===== config.mk =====
export PLATFORM = sky130hd
export DESIGN_NAME = scaled_adder
export DESIGN_NICKNAME = d
export VERILOG_FILES = /design/src/rtl/scaled_adder.sv
export SDC_FILE = /design/constraint.sdc
export NUM_CORES = 1
export LEC_CHECK = 0
export CORE_UTILIZATION = 30
export CTS_BUF_LIST = sky130_fd_sc_hd__clkbuf_8
export DETAILED_ROUTE_END_ITERATION = 10
export PLACE_DENSITY_LB_ADDON = 0.08
export RECOVER_POWER = 100
export SYNTH_ARGS = -nofsm -noshare
export SYNTH_HDL_FRONTEND = slang
export SYNTH_SLANG_ARGS = --single-unit

===== constraint.sdc =====
create_clock -name clk -period 0.8 [get_ports clk]
set_input_delay 0.12 -clock clk [delete_from_list [all_inputs] [get_ports clk]]
set_output_delay 0.12 -clock clk [all_outputs]
set_load 0.02 [all_outputs]

===== src/rtl/scaled_adder.sv =====
// Signed adder with arithmetic right-shift scaling, width reduction and one output register.
// Optional build macro SCALED_ADDER_SATURATE_EN: the reduce stage saturates instead of wrapping.
module scaled_adder #(
  parameter int a_width   = 30,
  parameter int b_width   = 14,
  parameter int out_width = 15,
  parameter int out_scale = 20
) (
  input  logic                        clk,
  input  logic                        arst,
  input  logic                        in_valid,
  input  logic signed [a_width-1:0]   a,
  input  logic signed [b_width-1:0]   b,
  output logic                        out_valid,
  output logic signed [out_width-1:0] out
);

  // One guard bit above the wider operand means the sum can never overflow.
  localparam int sum_width = ((a_width > b_width) ? a_width : b_width) + 1;

  logic signed [sum_width-1:0] a_ext;
  logic signed [sum_width-1:0] b_ext;
  logic signed [sum_width-1:0] sum;
  logic signed [sum_width-1:0] scaled;
  logic signed [out_width-1:0] reduced;

  logic signed [out_width-1:0] out_d;
  logic signed [out_width-1:0] out_q;
  logic                        valid_d;
  logic                        valid_q;

  assign a_ext = sum_width'(a);
  assign b_ext = sum_width'(b);
  assign sum   = a_ext + b_ext;

  // Arithmetic shift floors toward -inf; shifts >= sum_width leave only sign bits (0 or -1).
  assign scaled = sum >>> out_scale;

`ifdef SCALED_ADDER_SATURATE_EN
  generate
    if (out_width >= sum_width) begin : g_no_clip
      assign reduced = out_width'(scaled);
    end else begin : g_clip
      localparam logic signed [sum_width-1:0] sat_max =
        {{(sum_width-out_width+1){1'b0}}, {(out_width-1){1'b1}}};
      localparam logic signed [sum_width-1:0] sat_min =
        {{(sum_width-out_width+1){1'b1}}, {(out_width-1){1'b0}}};

      always_comb begin
        // NOTE: assign a default first so every path writes reduced and no latch is inferred.
        reduced = out_width'(scaled);
        if (scaled > sat_max) begin
          reduced = {1'b0, {(out_width-1){1'b1}}};
        end else if (scaled < sat_min) begin
          reduced = {1'b1, {(out_width-1){1'b0}}};
        end
      end
    end
  endgenerate
`else
  // A size cast of a signed value truncates when narrowing and sign-extends when widening.
  assign reduced = out_width'(scaled);
`endif

  // Operands are only looked at in a valid cycle, so idle-cycle X on a/b never reaches out.
  always_comb begin
    out_d   = out_q;
    valid_d = 1'b0;
    if (in_valid) begin
      out_d   = reduced;
      valid_d = 1'b1;
    end
  end

  // NOTE: state registers use non-blocking assignments so every flop samples pre-edge values.
  always_ff @(posedge clk or posedge arst) begin
    if (arst) begin
      out_q   <= '0;
      valid_q <= 1'b0;
    end else begin
      out_q   <= out_d;
      valid_q <= valid_d;
    end
  end

  assign out       = out_q;
  assign out_valid = valid_q;

endmodule


After elaboration in Yosys (flattened, before gate mapping)
Cells that the tools add are included.
{"block": "op_classes", "addsub": 1, "mux": 1}
{"cell": "30-bit by 14-bit adder with 31-bit output", "count": 1}
{"cell": "1-bit 2-to-1 mux", "count": 1}
{"block": "totals", "ff_bits": 12, "input_bits": 47, "out_inout_bits": 16}

Logic depth before layout (Yosys ltp)
{"block": "logic_depth", "ltp_word": 1, "depth_mapped": 8}

Worst setup path after synthesis
Ideal clock, no wire load.
{"block": "synth_timing", "path_kind": "input to register", "start": "input a[16]", "end": "register out_q[1], in the netlist out[1]", "path_buffers": 0, "setup_slack_ns": -1.201, "path_stages": 8, "arrival_ns": 1.876, "setup_ns": 0.125, "path_cell_list": "ha_1 a21o_1 a211o_1 a221o_1 a21oi_2 o21ai_2 xor2_1 mux2_4"}
{"block": "synth_via", "elab_chain_cells": 1}
{"item": "from (decl)", "line_no": "12", "rtl": "input logic signed [a_width-1:0] a,"}
{"item": "30-bit by 14-bit adder with 31-bit output", "line_no": "34", "rtl": "assign sum = a_ext + b_ext;"}
{"item": "to (signal assigned)", "line_no": "81", "rtl": "out_q <= out_d;"}
{"item": "to (decl)", "line_no": "28", "rtl": "logic signed [out_width-1:0] out_q;"}
No other way between the ends.
A chain may end at the register's enable or synchronous reset.

Worst setup path after layout
{"block": "layout_timing", "start": "input b[13]", "end": "register out_q[1], in the netlist out[1]"}
{"block": "layout_via", "elab_chain_cells": 1}
{"item": "from (decl)", "line_no": "13", "rtl": "input logic signed [b_width-1:0] b,"}
{"item": "30-bit by 14-bit adder with 31-bit output", "line_no": "34"}
No other way between the ends.

==> metrics.cfg <==
[outcome]
outcome = complete, but fails checks
violations = setup timing

[final_layout]
fin_area_um2 = 3590
antenna_cells = 0
syn2layout_area_growth_pct = 105
layout.nets = 426
drive_gt1_frac = 0.536

[synthesis]
syn_nets = 292
syn_avg_cell_area_um2 = 8.10
yosysSeqAreaShare = 0.172
ys_ff_latch = 12
async_reset_ff_frac = 1.00
netlist_instances = 216
netlist_area_um2 = 1750
synth_edf_count = 0
synth-main-ff-cell = dfrtp_1
ys_types = 51
ys_warn_count = 0

[run]
drv_cap = 0

[drt]
via_per_inst = 5.20
drt_iter0_drc = 96
dr.pass1.iters = 4
final_antenna_net_count = 0
vias = 2190
totalWireLength_um = 5990
drt_drc_violations_left = 0
wl_per_cell_um = 14.2

[critical_path]
start_kind = input port
arrival_ns = 2.00
crit_fanout = 8
r2r_end = out[8]
r2r_setup_slack_ns = -0.21
worstSetupPathType = input port to register
worstRegToRegCells = 2
r2r_start = out[8]
crit_required_ns = 0.93
cp-end-kind = register

[min_path]
hold_path_depth = 2
min_to = out_valid
hp-start = in_valid
hold_path.class = input port to register

[clocking]
worstSkewPairLatency_ns = 0.24
cts_buffer_depth = 2
cts_made_buffers = 3
cts_root_buffer = clkbuf_8
htreeDepth = 1
clk_pin_slew_worst_paths_ns = 0.05
cts_tree = built
cts_sinks = 12
hold_buffers = 0

[placed_design]
post-dp-hpwl_um = 4450
place_worst_setup_slack_ns = -1.77
dpl_cell_area_um2 = 3030
numPortBuffers = 62
gp_congestion = 0.828

[pwr]
pwr-share-seq = 0.198
clkPwrFrac = 0.138
switching_share = 0.376
power_switching_w = 0.00156
cell_internal_pwr_w = 0.00259
power_density_nw_per_um2 = 1150
total_power_w = 0.00414
p_leak_nw = 1.62
vdd_drop_max_uv = 851
pwr-share-comb = 0.664

[sta]
fin_ws_ns = -1.07
setup_viol = 27
slew_viol_final = 0
setup_tns_ns = -12.43
hold_ws_ns = 0.316
hold_viol_final = 0
tightest_slew_ns = 0.329
skew_ns = 0
layout_min_cycle_time_ns = 1.87
slew_headroom = 0.781
rsz0062_at_grt = true
max_freq_mhz = 535
period_share = 2.34

[global_route]
grt_pass1_vias = 2146
grtUsageTotal = 0.197
grt_overflow = 0
antenna_found_initial = 0
grt_max_degree = 13
grt_pass1_wl_um = 9780

[floorplanning]
die_h_um = 78.4
rows = 27
die_area_um2 = 6140
io_pins = 63
initial_core_util = 0.314
core-area_um2 = 5570
fp.dieW_um = 78.4

==> placed cells by master (no fill, tap or decap), types with 5 or more instances in the layout <==
cell type / n
inv_1: 8
o21ai_1: 5
dfrtp_1: 11
clkdlybuf4s50_1: 7
nor2_1: 7
nand2_1: 16
nand3_1: 8
buf_2: 9
ha_1: 7
buf_4: 63
dlygate4sd2_1: 15
buf_6: 34
a21o_1: 17
ha_4: 21
a21oi_1: 10
o211ai_1: 5
a21oi_2: 7
==> routing by layer <==
layer / global-route usage / wire [um] / vias up
met5: 0 / 0 / -
met1: 0.255 / 2680 / 1038
met4: 0.0167 / 36 / 0
li1: - / - / 1099
met2: 0.359 / 3050 / 47
met3: 0.0233 / 223 / 6
==> logic make-up after synthesis <==
family / Yosys count / share of synthesized area
xor+xnor: 3 / 0.0150
mux: 2 / 0.0150
fa+ha+maj: 29 / 0.207
simple gates: 63 / 0.180
compound gates: 90 / 0.366
buf+inv: 17 / 0.0451
flops: 12 / 0.172
==> worst max path at each step <==
stage               startpoint      to  slack, ns  cells past startpoint
floorplan                a[16]  out[1]      -1.01                      8
global placement         b[13]  out[8]      -1.81                     10
detailed placement       b[13]  out[8]      -1.77                     10
CTS                      b[13]  out[1]      -1.08                     10
global route             b[13]  out[1]      -1.10                      9
finish                   b[13]  out[1]      -1.07                      9
==> critical path, stage by stage <==
cell	delay (ns)
buf_8	0.11
buf_12	0.14
ha_4	0.25
a211o_1	0.34
a221o_1	0.34
a21oi_2	0.19
o21ai_4	0.11
xor2_1	0.15
mux2_4	0.26
==> final cells by class <==
class / count / area (um2)
fillers: 478 / 1980
repair buffers: 138 / 1200
flip-flops and latches: 12 / 302
inverters: 8 / 30.0
multi-input cells: 187 / 1920
clock inverters: 1 / 3.75
well taps: 72 / 90.1
clock buffers: 3 / 41.3
==> repair_timing <==
item                       in CTS  in global routing
buffers inserted               12                  7
pin swaps                      58                 40
setup endpoints to repair      27                 28
gates resized for setup       235                 45
hold endpoints to repair        0                  0
==> registers in the layout, indices dropped and copies added (netlist names) <==
register	cells
out	11
out_valid	1
==> cells in the mapped netlist (all sizes together) (3+ instances only) <==
cell type  number  area (um2)
nand2          19        71.3
nor2b           3        18.8
a21o           17         128
o31ai           3        27.5
and3            3        18.8
a211oi          3        22.5
nor2           12        45.0
nor3            3        15.0
nand3          11        55.1
o21a            4        30.0
a221o           3        30.0
a22oi           3        22.5
o21ai          13        68.8
buf             5        33.8
a21oi          20         104
nand2b          4        25.0
ha             29         363
a211o           4        35.0
inv             8        30.0
clkbuf          4        15.0
dfrtp          12         300
o211ai          5        37.5
==> metrics by stage <==
step	util	cells
finish	0.644	421
global route	0.644	421
CTS	0.609	414
detailed placement	0.544	399
global placement	0.544	399
floorplan	-	216
==> power groups by stage <==
stage / clock network [W] / registers [W] / logic, W
global placement: 0 / 0.000803 / 0.00223
global route: 0.000628 / 0.000834 / 0.00297
floorplan: 0 / 0.000930 / 0.00103
CTS: 0.000581 / 0.000814 / 0.00253
detailed placement: 0 / 0.000800 / 0.00224
finish: 0.000573 / 0.000819 / 0.00275
Power figures use the tool's default switching activity.
